==> config.mk <==
export PLATFORM = sky130hd
export DESIGN_NAME = vdp_super_res_prefetch
export DESIGN_NICKNAME = d
export VERILOG_FILES = /design/src/rtl/vdp_super_res_pkg.sv /design/src/rtl/vdp_sync_fifo.sv /design/src/rtl/vdp_super_res_prefetch.sv
export SDC_FILE = /design/constraint.sdc
export NUM_CORES = 1
export LEC_CHECK = 0
export ABC_AREA = 1
export BUFFER_PORTS_ARGS = -buffer_cell sky130_fd_sc_hd__buf_2
export CAP_MARGIN = 20
export CORE_UTILIZATION = 31
export CTS_CLUSTER_DIAMETER = 60
export DETAILED_ROUTE_END_ITERATION = 10
export HOLD_SLACK_MARGIN = 0.12
export PLACE_DENSITY = 0.55
export SYNTH_ARGS = -nofsm -noshare
export SYNTH_HDL_FRONTEND = slang
export SYNTH_SLANG_ARGS = --single-unit
==> constraint.sdc <==
create_clock -name clk -period 6.44 [get_ports clk]
set_input_delay 1.288 -clock clk [delete_from_list [all_inputs] [get_ports clk]]
set_output_delay 1.288 -clock clk [all_outputs]
set_load 0.03 [all_outputs]
==> src/rtl/vdp_super_res_pkg.sv <==
// Shared types and constants for the super-res prefetch path.
// Latency: n/a (declarations only).
// Backpressure: n/a.
package vdp_super_res_pkg;

    // Prefetch FSM: idle, one read outstanding, or one read outstanding whose data is dropped
    typedef enum logic [1:0] {
        PF_IDLE  = 2'd0,
        PF_REQ   = 2'd1,
        PF_DRAIN = 2'd2
    } pf_state_t;

    // VRAM read port width in bytes; the address advances by this per word
    localparam int WORD_BYTES = 4;

    // Default read-ahead depth in words
    localparam int PF_DEFAULT_DEPTH = 4;

endpackage

==> src/rtl/vdp_sync_fifo.sv <==
// Generic synchronous FIFO with a registered head word (0 when empty) and occupancy count.
// Latency: a push into an empty FIFO is visible on head one cycle later.
// Backpressure: none internally; pushes while full are dropped, pops while empty are ignored.
module vdp_sync_fifo #(
    parameter int WIDTH = 32,
    parameter int DEPTH = 4,
    localparam int AW = $clog2(DEPTH),
    localparam int LW = $clog2(DEPTH) + 1
) (
    input  logic             clk,
    input  logic             reset,
    input  logic             flush,
    input  logic             push,
    input  logic [WIDTH-1:0] push_data,
    input  logic             pop,
    output logic [WIDTH-1:0] head,
    output logic             not_empty,
    output logic [LW-1:0]    level
);

    logic [WIDTH-1:0] mem [DEPTH];
    logic [AW-1:0]    rd_ptr;
    logic [AW-1:0]    wr_ptr;
    logic [LW-1:0]    count;
    logic             pop_eff;
    logic             push_eff;
    logic [AW-1:0]    rd_ptr_nxt;
    logic [LW-1:0]    count_nxt;
    logic [WIDTH-1:0] head_nxt;

    // Effective push/pop and the head word as it will look after this cycle
    always_comb begin
        pop_eff    = pop && (count != '0);
        push_eff   = push && ((count != LW'(DEPTH)) || pop_eff);
        rd_ptr_nxt = rd_ptr + AW'(pop_eff);
        count_nxt  = count + LW'(push_eff) - LW'(pop_eff);
        head_nxt   = '0;
        if (count_nxt == '0) begin
            head_nxt = '0;
        end else if (push_eff && ((count - LW'(pop_eff)) == '0)) begin
            // Only the incoming word will be stored: it becomes the head directly
            head_nxt = push_data;
        end else begin
            head_nxt = mem[rd_ptr_nxt];
        end
    end

    // Storage array; contents are don't-care until counted, so no reset
    always_ff @(posedge clk) begin
        if (push_eff && !flush) begin
            mem[wr_ptr] <= push_data;
        end
    end

    // Pointers, count and registered head; flush beats a same-cycle push
    always_ff @(posedge clk or negedge reset) begin
        if (!reset) begin
            rd_ptr <= '0;
            wr_ptr <= '0;
            count  <= '0;
            head   <= '0;
        end else if (flush) begin
            rd_ptr <= '0;
            wr_ptr <= '0;
            count  <= '0;
            head   <= '0;
        end else begin
            rd_ptr <= rd_ptr_nxt;
            wr_ptr <= wr_ptr + AW'(push_eff);
            count  <= count_nxt;
            head   <= head_nxt;
        end
    end

    assign not_empty = (count != '0);
    assign level     = count;

endmodule

==> src/rtl/vdp_super_res_prefetch.sv <==
// Read-ahead of sequential 32-bit VRAM words into a small FIFO for the super-res pixel fetcher.
// Latency: request one cycle after issue is sampled; acked word on data_out the next cycle if empty.
// Backpressure: issues a read only when a FIFO slot is guaranteed; mem_req held until mem_ack.
// Optional: define VDP_PREFETCH_UNDERRUN_EN for the underrun / underrun_count outputs.
module vdp_super_res_prefetch
    import vdp_super_res_pkg::*;
#(
    parameter int DEPTH  = PF_DEFAULT_DEPTH,
    parameter int ADDR_W = 17
) (
    input  logic                    clk,
    input  logic                    reset,
    input  logic                    enable,
    input  logic                    frame_start,
    input  logic                    fetch_en,
    output logic                    mem_req,
    output logic [ADDR_W-1:0]       mem_addr,
    input  logic                    mem_ack,
    input  logic [31:0]             mem_data,
    input  logic                    pop,
    output logic [31:0]             data_out,
    output logic                    data_valid,
    output logic [$clog2(DEPTH):0]  level
`ifdef VDP_PREFETCH_UNDERRUN_EN
    ,
    output logic                    underrun,
    output logic [15:0]             underrun_count
`endif
);

    localparam int LW  = $clog2(DEPTH) + 1;
    localparam int LW1 = LW + 1;

    pf_state_t         state_q;
    pf_state_t         state_d;
    logic              flush;
    logic              pop_eff;
    logic              push;
    logic [LW1-1:0]    lvl_after;
    logic              issue_now;
    logic              issue_after_push;
    logic [ADDR_W-1:0] addr_d;

    // Occupancy after this cycle's pop (or flush) and the two issue conditions
    always_comb begin
        flush            = frame_start | ~enable;
        pop_eff          = pop && (level != '0);
        lvl_after        = flush ? '0 : ({1'b0, level} - LW1'(pop_eff));
        issue_now        = enable && fetch_en && (lvl_after < LW1'(DEPTH));
        issue_after_push = enable && fetch_en && ((lvl_after + LW1'(1)) < LW1'(DEPTH));
    end

    // Next state and push decision; a flushed outstanding read is drained, never withdrawn
    always_comb begin
        state_d = state_q;
        push    = 1'b0;
        case (state_q)
            PF_IDLE: begin
                if (issue_now) state_d = PF_REQ;
            end
            PF_REQ: begin
                if (mem_ack) begin
                    if (flush) begin
                        state_d = issue_now ? PF_REQ : PF_IDLE;
                    end else begin
                        push    = 1'b1;
                        state_d = issue_after_push ? PF_REQ : PF_IDLE;
                    end
                end else if (flush) begin
                    state_d = PF_DRAIN;
                end
            end
            PF_DRAIN: begin
                if (mem_ack) state_d = issue_now ? PF_REQ : PF_IDLE;
            end
            default: state_d = PF_IDLE;
        endcase
    end

    // Next address: held while a drained read is outstanding, rewound once a flush can land
    always_comb begin
        addr_d = mem_addr;
        if (state_d == PF_DRAIN) begin
            addr_d = mem_addr;
        end else if (flush || (state_q == PF_DRAIN)) begin
            addr_d = '0;
        end else if (push) begin
            addr_d = mem_addr + ADDR_W'(WORD_BYTES);
        end
    end

    // State and address registers
    always_ff @(posedge clk or negedge reset) begin
        if (!reset) begin
            state_q  <= PF_IDLE;
            mem_addr <= '0;
        end else begin
            state_q  <= state_d;
            mem_addr <= addr_d;
        end
    end

    assign mem_req = (state_q != PF_IDLE);

    vdp_sync_fifo #(
        .WIDTH (32),
        .DEPTH (DEPTH)
    ) u_fifo (
        .clk       (clk),
        .reset     (reset),
        .flush     (flush),
        .push      (push),
        .push_data (mem_data),
        .pop       (pop),
        .head      (data_out),
        .not_empty (data_valid),
        .level     (level)
    );

`ifdef VDP_PREFETCH_UNDERRUN_EN
    // Sticky underrun flag and saturating event count, both cleared at frame start
    always_ff @(posedge clk or negedge reset) begin
        if (!reset) begin
            underrun       <= 1'b0;
            underrun_count <= '0;
        end else if (frame_start) begin
            underrun       <= 1'b0;
            underrun_count <= '0;
        end else if (pop && enable && (level == '0)) begin
            underrun <= 1'b1;
            if (underrun_count != 16'hFFFF) underrun_count <= underrun_count + 16'd1;
        end
    end
`endif

endmodule

# After elaboration in Yosys (flattened, before gate mapping)
# Memory sizes are Yosys's and may differ from the RTL's.
# Cells that the tools add are included.
[word_totals]
output_inout_bits = 54
n_memories = 1
wordCells = 63
register_bits = 58
latch_bits = 0
input_bits = 39
mem_bits_rw = 128
romBits = 0
[memory_table]
columns = ["name", "words", "word_bits", "read_ports", "rd_clocked_by_memory_dff", "write_ports", "line", "rtl"]
rows = [
  ["u_fifo.mem", 4, 32, 1, 0, 1, "vdp_sync_fifo.sv:21", "logic [WIDTH-1:0] mem [DEPTH];"],
]
[classes]
n_addsub = 8
n_eq_ne = 4
shifts = 0
div = 0
order_cmp = 2
muxes = 22
mul = 0
reduce_logical = 17
n_bitwise = 3
[ops]
columns = ["operator", "n"]
rows = [
  ["$mux 32", 3],
  ["$mux 17", 2],
  ["$add 17x3->17 const B", 1],
  ["$mux 2", 6],
  ["$lt 4x3->1 const B", 2],
  ["$mux 1", 8],
  ["$logic_and 1x1->1", 7],
  ["$logic_not 3->1", 2],
  ["$pmux 2 s3", 1],
  ["$sub 3x1->3", 2],
  ["$add 2x1->2", 2],
  ["$add 4x1->4 const B", 1],
  ["$eq 2x2->1 const B", 2],
  ["$mux 4", 1],
  ["$reduce_bool 2->1", 2],
  ["$sub 3x1->4", 1],
  ["$add 3x1->3", 1],
  ["$mux 3", 1],
  ["$ne 3x3->1 const B", 1],
  ["$reduce_bool 3->1", 1],
  ["$eq 2x1->1 const B", 1],
  ["$logic_not 2->1", 1],
  ["$logic_or 1x1->1", 2],
  ["$not 1->1", 2],
  ["3 further kinds", 3],
]

# Logic depth before layout (Yosys ltp)
[depth]
depth_word = 14
depth_mapped = 14
ltp_nobuf = 14

# Hierarchy
# Synthesis repeated with hierarchy kept, for this count alone.
[unflattened]
cells_unflattened = 1024
hier_area_um2 = 8749.6
[by_module_without_submodules]
columns = ["mod", "seq_area_each_um2", "area_per_inst_um2", "n_inst", "cells_each"]
rows = [
  ["vdp_sync_fifo", 4819.6, 7527.2, 1, 838],
  ["vdp_super_res_prefetch", 425.4, 1222.4, 1, 186],
]

# Least setup slack after synthesis
# Ideal clock, no wire load.
[synth_timing]
path_kind = "input to register"
from = "input port frame_start"
to = "memory u_fifo.mem[0][0] (enable)"
setup_time_ps = 461
required_time_ps = 5979
stages = 5
setup_slack_ps = 1946
path_buffers = 0
arrival_time_ps = 4033
path_cell_list = "inv_2 > nand2_2 > nor3_4 > nand2_4 > nor3_1"
[synth_via]
elab_chain_len = 8
word_cells_on_any_way = 9
cone_classes = "5 x mux; 1 x bitwise; 3 x reduce/logical"
[synth_lines]
columns = ["item", "line", "rtl"]
rows = [
  ["start, declared", "vdp_super_res_prefetch.sv:14", "input logic frame_start,"],
  ["$or 1x1->1 *", "vdp_super_res_prefetch.sv:46", "flush = frame_start | ~enable;"],
  ["$mux 1", "vdp_super_res_prefetch.sv:63", "if (flush) begin"],
  ["$mux 1", "vdp_super_res_prefetch.sv:62", "if (mem_ack) begin"],
  ["$mux 1", "vdp_super_res_prefetch.sv:57", "case (state_q)"],
  ["$logic_and 1x1->1", "vdp_sync_fifo.sv:34", "push_eff = push && ((count != LW'(DEPTH)) || pop_eff);"],
  ["$logic_and 1x1->1 *", "vdp_sync_fifo.sv:50", "if (push_eff && !flush) begin"],
  ["$mux 1 *", "vdp_sync_fifo.sv:50", ""],
  ["$mux 1 (not written as such) *", "vdp_sync_fifo.sv:51", "mem[wr_ptr] <= push_data;"],
  ["end, declared", "vdp_sync_fifo.sv:21", ""],
]
# Every way passes the cells marked *; elsewhere a longest branch is shown, timed or not.

# Worst setup path in the final report
[layout_timing]
from = "input port pop"
to = "register u_fifo.head[0]"
[layout_via]
elab_chain_len = 8
word_cells_on_any_way = 14
cone_classes = "4 x add/sub; 3 x mux; 6 x reduce/logical; 1 x memory"
[layout_lines]
columns = ["item", "line", "rtl"]
rows = [
  ["start, declared", "vdp_super_res_prefetch.sv:20", "input logic pop,"],
  ["$logic_and 1x1->1 *", "vdp_sync_fifo.sv:33", "pop_eff = pop && (count != '0);"],
  ["$logic_or 1x1->1", "vdp_sync_fifo.sv:34", ""],
  ["$logic_and 1x1->1", "vdp_sync_fifo.sv:34", ""],
  ["$add 3x1->3", "vdp_sync_fifo.sv:36", "count_nxt = count + LW'(push_eff) - LW'(pop_eff);"],
  ["$sub 3x1->3", "vdp_sync_fifo.sv:36", ""],
  ["$logic_not 3->1", "vdp_sync_fifo.sv:38", "if (count_nxt == '0) begin"],
  ["$mux 32 *", "vdp_sync_fifo.sv:38", ""],
  ["$mux 32 *", "vdp_sync_fifo.sv:62", "end else if (flush) begin"],
  ["end signal, assigned", "vdp_sync_fifo.sv:71", "head <= head_nxt;"],
  ["end, declared", "vdp_sync_fifo.sv:16", "output logic [WIDTH-1:0] head,"],
]
# Marks and branches as above.
# A chain may end at the register's enable or synchronous reset.

==> results_dict.tcl <==
set metrics [dict create \
    die_y_um 164 \
    yosys_warnings 0 \
    post_drt_wl_per_cell_um 15.0 \
    worstSetupPathType "input pin to flop" \
    path_max_fanout 33 \
    vias 5715 \
    drive_above_1_share_pct 18.0 \
    rows 59 \
    num_io_pins 93 \
    combPwrFrac_pct 6.2 \
    overflow 0 \
    clkSinkCount 184 \
    cp-end-kind "flop" \
    ir_worst_vdd_v 0.000191 \
    syn_to_final_growth_pct 17.1 \
    num-fill-cells 2539 \
    fin_skew_ns 0.0164 \
    clockPowerShare_pct 41.3 \
    ctsRootBufferMaster "clkbuf_16" \
    die_width_um 164 \
    crit_buf_inv 4 \
    clock_latency_ns 0.44 \
    syn_area_sq_mm 0.00816 \
    dpl_cell_area_sq_mm 0.00899 \
    final_max_slew_viol_count 0 \
    seqPwrFrac_pct 52.5 \
    route.final.wire_length_um 18800 \
    numCtsBuffers 17 \
    p_per_area_mw_per_mm2 256 \
    power_mw 2.45 \
    cts_max_level 4 \
    min_period_over_period_pct 60.4 \
    cts.clk_slew.worst_paths_ns 0.07 \
    min_path_type "flop to flop" \
    fin_area_sq_mm 0.00955 \
    p_sw_uw 588 \
    post-dp-hpwl_um 11300 \
    drt_pass1_iterations 5 \
    synth_edf_count 128 \
    first_global_vias 5256 \
    fin_crit_ns 3.89 \
    leakage_nw 3.96 \
    intPower_mw 1.86 \
    slew-limit-headroom_pct 35.8 \
    yosysTopAreaCellShare_pct 47.1 \
    max_stage_delay_ns 0.65 \
    start_util_pct 31.5 \
    synth.top_cells.by_area "edfxtp_1 (47%), dfrtp_1 (17%), nand2_1 (11%), nor2_1 (4.1%), nand4_1 (3.1%)" \
    ys_seq_area_share_pct 64.3 \
    grt_pass1_wl_um 29100 \
    hold_slack_ns 0.542 \
    dieArea_sq_mm 0.0270 \
    ys_ff_latch 184 \
    hold_violations 0 \
    coreArea_sq_mm 0.0259 \
    cts_tree "built" \
    async_flop_share_pct 30.4 \
    ant_nets 0 \
    yosysMostFrequentCell "nand2_1" \
    crit_arrival_ns 4.25 \
    cpMaxStageDelayCell "nand3_2" \
    syn-mean-instance-area_sq_um 9.90 \
    status "finished clean" \
    fin_tns_setup_ns 0 \
    fmax_mhz 257 \
    gp_congestion 0.828 \
    p_sw_share_pct 24.0 \
    cp_top_family "simple AND/OR/NAND/NOR gates" \
    final_nets 954 \
    synth_ff_type "edfxtp_1" \
    drv_cap 0 \
    synth_commonest_cells "nand2_1 (234), edfxtp_1 (128), nor2_1 (90), inv_1 (61), dfrtp_1 (56)" \
    io_buffers 90 \
    postCtsHoldBufs 0 \
    synth_cell_types 32 \
    grt_max_degree 65 \
    required_ns 6.80 \
    post_cts_buffers 0 \
    crit_path_cell_trace "buf_2, inv_1, nand3_2, nand2_4, inv_2, ha_1, fa_1, xor2_1, nand3_1, nand2_1, inv_2, nand2_1, nor2_1" \
    grt_antenna_before_repair 1 \
    synthCells 824 \
    post-route-drc-count 0 \
    drt_iter0_drc 375 \
    setup_viol 0 \
    clock_path_buffers 2 \
    startpoint_type "input pin" \
    cts_resized 0 \
    yosysTopAreaCell "edfxtp_1" \
    grt_setup_unrepaired "no" \
    worst_pin_slew_ns 0.960 \
    avgViaCountPerCell 4.55 \
    track_usage_pct 14.5 \
]
[per-stage QoR]
| step | utilization [%] | std cells | setup WS, ns |
|---|---|---|---|
| floorplan | - | 825 | 1.95 |
| global placement | 34.7 | 1222 | 2.17 |
| detailed placement | 34.7 | 1222 | 2.12 |
| CTS | 36.9 | 1254 | 2.56 |
| global route | 36.9 | 1254 | 2.30 |
| finish | 36.9 | 1255 | 2.55 |
[cell families after synthesis]
kind of cell	after synthesis	share of synthesized area, %
compound gates	79	4.94
fa+ha+maj	9	1.47
flops	184	64.3
buf+inv	113	5.68
other cells	1	0.0460
simple gates	435	23.2
xor+xnor	3	0.322
[power groups by stage]
stage / Combinational, mW / Clock (mW) / Sequential [mW]
after detailed placement: 0.154 / 0 / 1.31
after global placement: 0.152 / 0 / 1.31
final: 0.152 / 1.01 / 1.29
after global routing: 0.172 / 1.08 / 1.29
after floorplan: 0.0819 / 0 / 1.32
after CTS: 0.155 / 1.03 / 1.29
[layout by cell type, fill, tap and decap left out, types with 11 or more instances in the layout]
cell,netlist,layout
buf_2,7,90
buf_4,2,13
clkbuf_16,0,17
dfrtp_1,56,56
edfxtp_1,128,128
inv_1,61,61
inv_2,11,11
nand2_1,234,234
nand3_1,24,23
nand4_1,41,41
nor2_1,90,90
o21ai_0,43,43
o21ai_1,31,31
or2_0,27,27
[worst register-to-register path, delay by kind of cell (launching register included)]
family / cells / cell delay (ns)
flip-flops: 1 / 0.40
AND/OR/NAND/NOR: 7 / 1.74
buffers and inverters: 2 / 0.52
XOR/XNOR: 1 / 0.18
adder cells (fa/ha/maj): 2 / 0.56
[final cells by class]
| type | count | area (sq um) | share of cell area [%] |
|---|---|---|---|
| Timing Repair Buffer | 103 | 548 | 5.74 |
| Sequential cell | 184 | 5250 | 54.9 |
| Clock inverter | 14 | 136 | 1.43 |
| Multi-Input combinational cell | 528 | 2500 | 26.2 |
| Clock buffer | 18 | 429 | 4.49 |
| Antenna cell | 1 | 2.50 | 0.0262 |
| Tap cell | 335 | 419 | 4.39 |
| Inverter | 72 | 270 | 2.83 |
[worst paths after layout]
check / start / to / slack, ns / cells after the start
setup / recovery: pop / u_fifo.head[0]$_DFF_PN0_ / 2.55 / 13
hold / removal: mem_addr[16]$_DFFE_PN0P_ / mem_addr[16]$_DFFE_PN0P_ / 0.54 / 2
setup reg to reg: u_fifo.level[1]$_DFF_PN0_ / u_fifo.head[0]$_DFF_PN0_ / 2.97 / 12
hold reg to reg: mem_addr[16]$_DFFE_PN0P_ / mem_addr[16]$_DFFE_PN0P_ / 0.54 / 2
max in group asynchronous: reset / u_fifo.head[22]$_DFF_PN0_ / 4.88 / 2
min in group asynchronous: reset / mem_addr[8]$_DFFE_PN0P_ / 1.01 / 2
[flip-flops by register name, indices dropped and copies added, names as in the netlist]
| signal | cells |
|---|---|
| u_fifo.head | 32 |
| u_fifo.mem | 128 |
| u_fifo.wr_ptr | 2 |
| u_fifo.rd_ptr | 2 |
| state_q | 2 |
| mem_addr | 15 |
| u_fifo.level | 3 |
[layer usage]
| metal | global-route usage (%) | part of all wire [%] | routed length, um | vias to the layer above |
|---|---|---|---|---|
| li1 | - | - | - | 2871 |
| met1 | 18.8 | 46 | 8720 | 2705 |
| met2 | 24.1 | 48 | 9130 | 124 |
| met3 | 3.28 | 4.4 | 830 | 13 |
| met4 | 3.79 | 0.73 | 138 | 2 |
| met5 | 0 | 0.053 | 10 | - |
Power figures use the tool's default switching activity.
